$ cat src/rtl/proc_sequencer.sv
// Multi-cycle instruction sequencer: steps FETCH/DECODE/EXEC/MEM/WB, retires
// instructions into pc_in/instr_count and halts on illegal opcodes or memory timeouts.
module proc_sequencer #(
  parameter logic [31:0] RESET_PC    = 32'h0000_0000,
  parameter int unsigned MEM_TIMEOUT = 15
) (
  input  logic        clock,
  input  logic        reset_n,
  input  logic        start,
  input  logic        halt_req,
  input  logic [6:0]  opcode,
  input  logic        mem_ready,
  input  logic [31:0] pc_next,
  output logic        mem_enable,
  output logic        ir_load,
  output logic        reg_rd,
  output logic        alu_en,
  output logic        mem_req,
  output logic        reg_wr,
  output logic [31:0] pc_in,
  output logic        busy,
  output logic [2:0]  state,
  output logic [1:0]  err,
  output logic [31:0] instr_count
);

  localparam int unsigned WAIT_W = 8;
  localparam logic [WAIT_W-1:0] WAIT_LAST = WAIT_W'(MEM_TIMEOUT - 1);

  localparam logic [6:0] OP_RTYPE  = 7'b0110011;
  localparam logic [6:0] OP_ITYPE  = 7'b0010011;
  localparam logic [6:0] OP_LOAD   = 7'b0000011;
  localparam logic [6:0] OP_STORE  = 7'b0100011;
  localparam logic [6:0] OP_BRANCH = 7'b1100011;
  localparam logic [6:0] OP_JAL    = 7'b1101111;
  localparam logic [6:0] OP_JALR   = 7'b1100111;
  localparam logic [6:0] OP_LUI    = 7'b0110111;
  localparam logic [6:0] OP_AUIPC  = 7'b0010111;

  localparam logic [1:0] ERR_NONE    = 2'd0;
  localparam logic [1:0] ERR_ILLEGAL = 2'd1;
  localparam logic [1:0] ERR_TIMEOUT = 2'd2;

  typedef enum logic [2:0] {
    S_IDLE   = 3'd0,
    S_FETCH  = 3'd1,
    S_DECODE = 3'd2,
    S_EXEC   = 3'd3,
    S_MEM    = 3'd4,
    S_WB     = 3'd5,
    S_HALT   = 3'd6
  } state_t;

  state_t            state_q;
  state_t            nxt_state;
  logic [1:0]        nxt_err;
  logic [WAIT_W-1:0] wait_cnt;
  logic [WAIT_W-1:0] nxt_wait;
  logic              retire;

  function automatic logic is_legal(input logic [6:0] op);
    case (op)
      OP_RTYPE, OP_ITYPE, OP_LOAD, OP_STORE, OP_BRANCH,
      OP_JAL, OP_JALR, OP_LUI, OP_AUIPC: is_legal = 1'b1;
      default:                           is_legal = 1'b0;
    endcase
  endfunction

  // Next-state, error and MEM wait-counter decisions
  always_comb begin
    nxt_state = state_q;
    nxt_err   = err;
    nxt_wait  = wait_cnt;
    retire    = 1'b0;
    case (state_q)
      S_IDLE:   if (start) nxt_state = S_FETCH;
      S_FETCH:  nxt_state = S_DECODE;
      S_DECODE: begin
        if (is_legal(opcode)) begin
          nxt_state = S_EXEC;
        end else begin
          nxt_state = S_HALT;
          nxt_err   = ERR_ILLEGAL;
        end
      end
      S_EXEC: begin
        nxt_state = ((opcode == OP_LOAD) || (opcode == OP_STORE)) ? S_MEM : S_WB;
        nxt_wait  = '0;
      end
      S_MEM: begin
        if (mem_ready) begin
          nxt_state = S_WB;
          nxt_wait  = '0;
        end else if (wait_cnt == WAIT_LAST) begin
          nxt_state = S_HALT;
          nxt_err   = ERR_TIMEOUT;
          nxt_wait  = '0;
        end else begin
          nxt_wait = wait_cnt + WAIT_W'(1);
        end
      end
      S_WB: begin
        retire    = 1'b1;
        nxt_state = halt_req ? S_HALT : S_FETCH;
      end
      S_HALT: begin
        if (start) begin
          nxt_state = S_FETCH;
          nxt_err   = ERR_NONE;
        end
      end
      default: begin
        nxt_state = S_HALT;
        nxt_err   = ERR_ILLEGAL;
      end
    endcase
  end

  // Strobes are registered from the next state so they line up with the state they belong to
  always_ff @(posedge clock or negedge reset_n) begin
    if (!reset_n) begin
      state_q     <= S_IDLE;
      err         <= ERR_NONE;
      wait_cnt    <= '0;
      pc_in       <= RESET_PC;
      instr_count <= '0;
      mem_enable  <= 1'b0;
      ir_load     <= 1'b0;
      reg_rd      <= 1'b0;
      alu_en      <= 1'b0;
      mem_req     <= 1'b0;
      reg_wr      <= 1'b0;
      busy        <= 1'b0;
    end else begin
      state_q  <= nxt_state;
      err      <= nxt_err;
      wait_cnt <= nxt_wait;
      if (retire) begin
        pc_in       <= pc_next;
        instr_count <= instr_count + 32'd1;
      end
      mem_enable <= (nxt_state == S_FETCH);
      ir_load    <= (nxt_state == S_FETCH);
      reg_rd     <= (nxt_state == S_DECODE);
      alu_en     <= (nxt_state == S_EXEC);
      mem_req    <= (nxt_state == S_MEM);
      reg_wr     <= (nxt_state == S_WB) && (opcode != OP_STORE) && (opcode != OP_BRANCH);
      busy       <= (nxt_state != S_IDLE) && (nxt_state != S_HALT);
    end
  end

  assign state = state_q;

endmodule

$ cat config.mk
export PLATFORM = sky130hd
export DESIGN_NAME = proc_sequencer
export DESIGN_NICKNAME = d
export VERILOG_FILES = /design/src/rtl/proc_sequencer.sv
export SDC_FILE = /design/constraint.sdc
export NUM_CORES = 1
export LEC_CHECK = 0
export CAP_MARGIN = 20
export CORE_ASPECT_RATIO = 0.7
export CORE_MARGIN = 2
export CORE_UTILIZATION = 45
export CTS_CLUSTER_DIAMETER = 120
export CTS_CLUSTER_SIZE = 10
export DETAILED_ROUTE_END_ITERATION = 16
export PLACE_DENSITY = 0.78
export SETUP_SLACK_MARGIN = 0.15
export SKIP_LAST_GASP = 1
export SYNTH_ARGS = -nofsm -noshare
export SYNTH_HDL_FRONTEND = slang
export SYNTH_SLANG_ARGS = --single-unit
$ cat constraint.sdc
create_clock -name clock -period 4.45 [get_ports clock]
set_input_delay 0.6675 -clock clock [delete_from_list [all_inputs] [get_ports clock]]
set_output_delay 0.6675 -clock clock [all_outputs]
set_load 0.1 [all_outputs]
=== Word-level counts from Yosys, hierarchy flattened ===
Index checks and enable logic that the tools add are counted.
Widths: inputs -> output; s select.

* Add/sub/neg operators: 2
* $mul: 0
* Div/mod/pow operators: 0
* $lt $le $gt $ge: 0
* Equality and inequality tests: 28
* Shifts and indexed selects: 0
* Mux-type cells: 18
* Bitwise gates (word level): 1
* Reduce and logical (&&, ||, !) cells: 11

{| class="wikitable"
|+ Operators with widths
! kind !! number
|-
| $add 32x1->32 const B || 1
|-
| $eq 7x6->1 const B || 3
|-
| $eq 7x7->1 const B || 3
|-
| $pmux 3 s6 || 1
|-
| $mux 8 || 2
|-
| $pmux 8 s2 || 1
|-
| $eq 3x3->1 const B || 5
|-
| $mux 3 || 5
|-
| $eq 7x5->1 const B || 2
|-
| $eq 3x2->1 const B || 4
|-
| $reduce_or 9->1 || 1
|-
| $add 8x1->8 const B || 1
|-
| $eq 8x4->1 const B || 1
|-
| $mux 2 || 4
|-
| $ne 2x2->1 const B || 4
|-
| $pmux 2 s4 || 1
|-
| $eq 7x2->1 const B || 1
|-
| $ne 7x6->1 const B || 1
|-
| $ne 7x7->1 const B || 1
|-
| $eq 3x1->1 const B || 2
|-
| $reduce_and 5->1 || 1
|-
| $mux 1 || 4
|-
| $reduce_or 4->1 || 1
|-
| $logic_and 1x1->1 || 3
|-
| other kinds (7) || 7
|}

* Bits in registers: 83
* Bits in latches: 0
* Bits in writable memories: 0
* Memory bits (read-only): 0
* Input port bits: 44
* Output and inout bits: 76
* Word-level logic and storage cells: 71
* Memories: 0

=== Depth between registers and ports, before layout ===
Gate-level depths: netlist of the first run.

* Depth in word-level cells: 9
* Depth in mapped cells: 7
* Mapped depth without buffers: 7

=== Worst setup path after synthesis of the first run ===
OpenSTA, ideal clock, no wires.

* Path type: register to register
* Start point: register instr_count[17]
* End point: register instr_count[31]
* Setup time: 158 ps
* Data arrival time: 2,261 ps
* Data required time: 4,292 ps
* Setup slack: 2,031 ps
* Cell stages (with the launch flop): 6
* Buffers on the path: 0
* Clock period less this slack: 2,419 ps
* Cells stage by stage: dfrtp_1 -> and4_4 -> nand4_2 -> nor4_2 -> nand4_1 -> xnor2_1

* Longest elaborated chain between the ends: 1

{| class="wikitable"
|+ Ends and longest elaborated chain
! item !! line !! RTL
|-
| from (decl) || 24 || <nowiki>output logic [31:0] instr_count</nowiki>
|-
| from (signal assigned) || 140 || <nowiki>instr_count <= instr_count + 32'd1;</nowiki>
|-
| $add 32x1->32 || 140 ||
|}

No other way between the ends.
A chain may end at the register's enable or synchronous reset.

=== Worst setup path in the final report of the first run ===
* Start point: register state_q[0] (netlist: state[0])
* End point: output state[0]

{| class="wikitable"
|+ RTL lines
! item !! line !! RTL
|-
| from (decl) || 54 || <nowiki>state_t state_q;</nowiki>
|-
| from (signal assigned) || 135 || <nowiki>state_q <= nxt_state;</nowiki>
|-
| to (decl) || 22 || <nowiki>output logic [2:0] state,</nowiki>
|}

No word-level cell between the ends.

==> summary.md, run 1 <==
| Metric | Value |
|---|---|
| Count of warnings emitted by yosys | `0` |
| Number of nets still failing antenna checks after routing | `0` |
| Failing checks | `DRC` |
| CP startpoint | `state[0]` |
| CP Max Fanout | `22` |
| Clock Path Buffers | `2` |
| Syn_area_per_cell | `9.937 µm²` |
| Syn-to-layout area delta | `41.64%` |
| CP Launch Type | `flip-flop` |
| Register clock-pin slew on the reported worst setup and hold paths | `60 ps` |
| Max-cap violations | `0` |
| Number of placement rows | `27` |
| Post-synth top area share | `55.30%` |
| Combinational Power Share | `57.0%` |
| Layout Cells excl Fill | `602` |
| Syn_nets | `425` |
| H-tree depth | `3` |
| Die Span Y | `80.44 µm` |
| Final period util | `67.77%` |
| Congestion Overflow GR | `0` |
| Internal power | `1973 µW` |
| CTS tree | `yes` |
| CP Data Required Time | `3780 ps` |
| Asr flop ratio synth | `100.0%` |
| Synth area leaders | `dfrtp_1 (55%), nand2_1 (12%), xnor2_1 (6.5%), nand3_1 (2.1%), nand4_1 (1.5%)` |
| Post-CTS sizing | `0` |
| Starting Density | `47.11%` |
| Distinct cells, synth | `53` |
| R2R Path End | `instr_count[31]` |
| GP Congestion | `0.8433` |
| Initial antenna violation count | `0` |
| # setup viols final | `0` |
| Top cell type by total area after synthesis | `dfrtp_1` |
| #FFs+latches synth | `83` |
| Most frequent cell after synthesis | `nand2_1` |
| NetSw | `2380 µW` |
| Vias | `3,144` |
| FF-to-FF Start | `state[0]` |
| CP Depth | `1` |
| Cts bufs inserted | `9` |
| WS Path Type | `reg -> out` |
| Crit path capture type | `output port` |
| Setup Slack @ Placement | `1778 ps` |
| Clock share of power | `16.4%` |
| Post-synthesis instance total | `378` |
| Worst R2R Path Depth | `6` |
| Die width | `113.2 µm` |
| Share of cells above drive strength 1 | `5.788%` |
| Worst clock skew | `7.491 ps` |
| Max-slew headroom | `32.09%` |
| Post-CTS Hold Fix Bufs | `0` |
| Post-CTS Setup Inserts | `0` |
| HP Class | `in -> async` |
| Count of input and output buffers | `119` |
| Slowest stage delay, CP | `1250 ps` |
| R2R setup slack | `1970 ps` |
| Routed wire per std cell | `14.83 µm` |
| Sw Ratio | `54.67%` |
| Max Clk Rate | `0.3316 GHz` |
| Final Net Count | `544` |
| Placed Cells | `586` |
| CORE AREA | `7973 µm²` |
| Routed wire length | `8929 µm` |
| Leakage power | `0.002381 µW` |
| Vias/cell | `5.223` |
| DRC marker count from the first detailed-route iteration | `176` |
| Post-synth EDFFs | `0` |
| Latest clock arrival within the worst-skew pair | `330 ps` |
| Filler Cells Inserted | `619` |
| Worst Path Arrival | `2350 ps` |
| Endpoints failing hold | `0` |
| Setup TNS | `0 ps` |
| Worst hold slack | `240.9 ps` |
| Minimum clock period | `3016 ps` |
| Power Density | `818.1 nW/µm²` |
| Pwr Total | `4352 µW` |
| Global-route wire length before repair | `14,710 µm` |
| Buf/Inv on CP | `1` |
| Pre-Repair DR Iteration Count | `11` |
| Unrepaired setup endpoints after global routing | `false` |
| CP cell instances | `clkdlybuf4s50_1` |
| Die area | `9105 µm²` |
| Ports | `120` |
| Main flop type after synthesis | `dfrtp_1` |
| Seq/Total Area, Yosys | `55.30%` |
| Commonest cells post-synth | `nand2_1 (122), dfrtp_1 (83), xnor2_1 (28), nand3_1 (16), nor2_1 (12)` |
| Worst slew pin tran | `1015 ps` |
| GRT Total Usage | `20.51%` |
| Synthesized area | `3756 µm²` |
| Worst setup path end | `state[0]` |
| Setup ws final | `1434 ps` |
| DRC | `7` |
| Slew Limit Fails | `0` |
| DP HPWL | `6302 µm` |
| Clock Root Buffer | `clkbuf_16` |
| Vias in the first global route | `2,993` |
| CP max stage cell | `clkdlybuf4s50_1` |
| Largest net degree at the start of global routing | `84` |
| ANT cells | `0` |
| Status | `complete, but fails checks` |
| CP delay by family, top | `buffers and inverters` |
| Register share of total power | `26.7%` |
| Clock Sinks | `83` |
| Worst vdd ir | `0.5582 mV` |
## per-stage QoR
step / utilization, % / cell area [µm²]
floorplan: - / 3756
global placement: 62.82 / 5009
detailed placement: 62.82 / 5009
CTS: 66.38 / 5293
global route: 66.73 / 5320
finish: 66.73 / 5320
## placed cells by master (no fill, tap or decap), types with 3 or more instances in the layout
| cell | netlist | routed |
|---|---|---|
| nand2_1 | 122 | 122 |
| clkdlybuf4s50_1 | 0 | 118 |
| dfrtp_1 | 83 | 83 |
| xnor2_1 | 28 | 28 |
| nand3_1 | 16 | 16 |
| nor2_1 | 12 | 12 |
| a21oi_1 | 10 | 10 |
| nand4_1 | 9 | 9 |
| clkbuf_16 | 0 | 9 |
| nand2b_1 | 7 | 7 |
| o21ai_0 | 7 | 7 |
| and3_1 | 6 | 6 |
| inv_1 | 5 | 5 |
| xor2_1 | 5 | 5 |
| nor3_1 | 4 | 4 |
| and4_1 | 4 | 4 |
| a31oi_1 | 3 | 3 |
| nor2b_1 | 3 | 3 |
| ha_1 | 3 | 3 |
| buf_4 | 1 | 3 |
## flip-flops by register name, summed over array words and instances (netlist names), 2 cells and up
| signal | flops |
|---|---|
| err | 2 |
| instr_count | 32 |
| wait_cnt | 8 |
| state | 3 |
| pc_in | 32 |
## cell type report
class	instances	area, µm²	share of cell area (%)
clock buffer	10	229.0	4.304
clock inverter	5	55.05	1.035
inverter	5	18.77	0.3528
multi-input combinational	276	1583	29.75
sequential	83	2077	39.04
tap	101	126.4	2.375
timing repair buffer	122	1231	23.14
## worst min-delay path by stage
| stage | startpoint | endpoint | depth (start not counted) |
|---|---|---|---|
| finish | reset_n | instr_count[11] | 1 |
| global route | reset_n | instr_count[11] | 1 |
| CTS | instr_count[31] | instr_count[31] | 1 |
| detailed placement | pc_in[25] | pc_in[25] | 2 |
| global placement | pc_in[21] | pc_in[21] | 2 |
| floorplan | reset_n | alu_en | 0 |
## layer usage
| metal | track usage, % | routed length [µm] | vias to the layer above |
|---|---|---|---|
| li1 | - | - | 1517 |
| met1 | 28.48 | 4040 | 1518 |
| met2 | 31.62 | 4195 | 103 |
| met3 | 6.943 | 657 | 6 |
| met4 | 4.024 | 36 | 0 |
| met5 | 0 | 0 | - |
## power by group through the flow
stage	clock network [µW]	logic (µW)	registers, µW
finish	712	2480	1160
global route	769	2610	1190
CTS	730	2490	1160
detailed placement	0	2480	1170
global placement	0	2460	1150
floorplan	0	569	2490
## kinds of logic after synthesis
logic type | after synthesis | share of synthesized area, %
compound gates | 37 | 6.829
xor+xnor | 33 | 7.695
fa+ha+maj | 3 | 0.9994
buf+inv | 19 | 2.565
flops | 83 | 55.30
simple gates | 203 | 26.62
Power figures use the tool's default switching activity.
==> run 2, diff against run 1 <==
--- a/config.mk
+++ b/config.mk
@@ -8,11 +8,11 @@
 export CAP_MARGIN = 20
 export CORE_ASPECT_RATIO = 0.7
 export CORE_MARGIN = 2
-export CORE_UTILIZATION = 45
+export CORE_UTILIZATION = 42
 export CTS_CLUSTER_DIAMETER = 120
 export CTS_CLUSTER_SIZE = 10
 export DETAILED_ROUTE_END_ITERATION = 16
-export PLACE_DENSITY = 0.78
+export PLACE_DENSITY = 0.77
 export SETUP_SLACK_MARGIN = 0.15
 export SKIP_LAST_GASP = 1
 export SYNTH_ARGS = -nofsm -noshare
==> constraint.sdc (replaced) <==
create_clock -name clock -period 2.6 [get_ports clock]
set_input_delay 0.39 -clock clock [delete_from_list [all_inputs] [get_ports clock]]
set_output_delay 0.39 -clock clock [all_outputs]
set_load 0.1 [all_outputs]
==> summary.md, run 2 (same netlist as run 1, synthesis figures left out) <==
| Metric | Value |
|---|---|
| Status | `complete, no violations` |
| Register clock-pin slew on the reported worst setup and hold paths | `60 ps (about the same)` |
| Filler Cells Inserted | `727 (+17%)` |
| Slowest stage delay, CP | `640 ps (-610 ps)` |
| # setup viols final | `0 (unchanged)` |
| Starting Density | `43.76% (-3.4 points)` |
| H-tree depth | `3 (unchanged)` |
| Minimum clock period | `2124 ps` |
| CP Launch Type | `flip-flop` |
| Ports | `120 (unchanged)` |
| Die Span Y | `83.12 µm (+3.3%)` |
| Count of input and output buffers | `119 (unchanged)` |
| Most frequent cells in the layout | `nand2_1 (122), dfrtp_1 (83), buf_4 (82)` |
| FF-to-FF Start | `state[0]` |
| Placed Cells | `608 (+3.8%)` |
| Number of nets still failing antenna checks after routing | `0 (unchanged)` |
| Layout Cells excl Fill | `625 (+3.8%)` |
| Cts bufs inserted | `9 (unchanged)` |
| R2R Path End | `wait_cnt[7]` |
| Share of cells above drive strength 1 | `21.58% (+16 points)` |
| CP Data Required Time | `2820 ps (-960 ps)` |
| CORE AREA | `8583 µm² (+7.7%)` |
| ANT cells | `0 (unchanged)` |
| DP HPWL | `6008 µm (-4.7%)` |
| Largest net degree at the start of global routing | `84 (unchanged)` |
| CP delay by family, top | `compound AO/OA/AOI/OAI gates` |
| CP Depth | `6 (+5)` |
| Crit path capture type | `flip-flop` |
| Routed wire length | `8354 µm (-6.4%)` |
| Setup TNS | `0 ps (unchanged)` |
| Syn-to-layout area delta | `38.94%` |
| Reg area | `2077 µm² (unchanged)` |
| Latest clock arrival within the worst-skew pair | `330 ps (about the same)` |
| Worst Path Arrival | `2340 ps (about the same)` |
| R2R setup slack | `480 ps (-1490 ps)` |
| Routed wire per std cell | `13.37 µm (-9.9%)` |
| Largest regs | `instr_count: 32 flops, pc_in: 32 flops, wait_cnt: 8 flops` |
| GP Congestion | `0.8265 (-2.0%)` |
| WS Path Type | `reg -> reg` |
| Area of the multi-input gates | `1583 µm² (unchanged)` |
| Initial antenna violation count | `0 (unchanged)` |
| Final period util | `81.69%` |
| Most common cell after layout, fill and taps aside | `nand2_1` |
| Worst R2R Path Depth | `6 (unchanged)` |
| Die width | `117.0 µm (+3.4%)` |
| Post-CTS sizing | `0 (unchanged)` |
| Worst slew pin tran | `756.8 ps (-258.7 ps)` |
| Vias | `3,069 (-2.4%)` |
| Max-slew headroom | `49.35% (+17 points)` |
| Number of placement rows | `28 (+3.7%)` |
| CP cell instances | `buf_4 > nand2b_1 > a2bb2oi_1 > nor4_1 > xnor2_1 > nor2_1` |
| Max Clk Rate | `0.4708 GHz` |
| Endpoints failing hold | `0 (unchanged)` |
| CTS tree | `yes` |
| Clock Sinks | `83 (unchanged)` |
| CP max stage cell | `a2bb2oi_1` |
| HP Class | `in -> async` |
| CP Max Fanout | `14 (-36%)` |
| Layout Utilization | `60.80% (-5.9 points)` |
| Pre-Repair DR Iteration Count | `4 (-7)` |
| Unrepaired setup endpoints after global routing | `false` |
| DRC marker count from the first detailed-route iteration | `187 (+6.3%)` |
| Clock Root Buffer | `clkbuf_16` |
| Worst clock skew | `5.004 ps (-2.487 ps)` |
| Clock Path Buffers | `2 (unchanged)` |
| Max-cap violations | `0 (unchanged)` |
| Final Net Count | `548 (+0.74%)` |
| Slew Limit Fails | `0 (unchanged)` |
| DRC | `0 (-7)` |
| Global-route wire length before repair | `13,810 µm (-6.1%)` |
| Vias in the first global route | `2,948 (-1.5%)` |
| Buf/Inv on CP | `1 (unchanged)` |
| Congestion Overflow GR | `0 (unchanged)` |
| GRT Total Usage | `18.01% (-2.5 points)` |
| Vias/cell | `4.910 (-6.0%)` |
| Die area | `9728 µm² (+6.8%)` |
run 2: timing repair:
item | CTS | global route
buffers inserted | 0 | 0
endpoints found under the hold margin | 0 | 10
hold buffers | 0 | 1
run 2: worst max-delay path by stage:
stage | start | to
2_1_floorplan | instr_count[17] | instr_count[31]
3_3_place_gp | mem_ready | wait_cnt[3]
3_5_place_dp | mem_ready | wait_cnt[3]
4_1_cts | state[0] | wait_cnt[7]
5_1_grt | state[0] | wait_cnt[5]
6_report | state[0] | wait_cnt[7]
run 2: final cells by class:
| cell class | instances | share of cell area, % |
|---|---|---|
| flip-flops and latches | 83 | 39.80 |
| multi-input cells | 276 | 30.33 |
| repair buffers | 126 | 20.57 |
| clock buffers | 10 | 4.579 |
| well taps | 120 | 2.877 |
| clock inverters | 5 | 1.486 |
| inverters | 5 | 0.3596 |
run 2: layer usage:
layer / part of all wire (%) / global-route usage (%)
met1: 46 / 23.72
met2: 46 / 28.22
met3: 7.1 / 7.080
met4: 0.78 / 3.850
met5: 0 / 0
run 2: worst reg2reg max path, stage by stage (launching register included):
cell	delay (ps)
dfrtp_1	510
buf_4	260
nand2b_1	220
a2bb2oi_1	640
nor4_1	150
xnor2_1	170
nor2_1	60
run 2: per-stage QoR:
stage                     instance area, µm²  hold WS (ps)  setup slack (ps)
final                                   5219         441.5             476.2
after global routing                    5219         454.1             313.4
after CTS                               5181         269.2             504.6
after detailed placement                4865         463.0             413.6
after global placement                  4865         459.5             488.1
after floorplan                         3756         94.41             181.3
Power of run 2 is left out: the tool's default activity adds up to more than one toggle a clock period on the data nets, which glitch-free logic cannot reach.
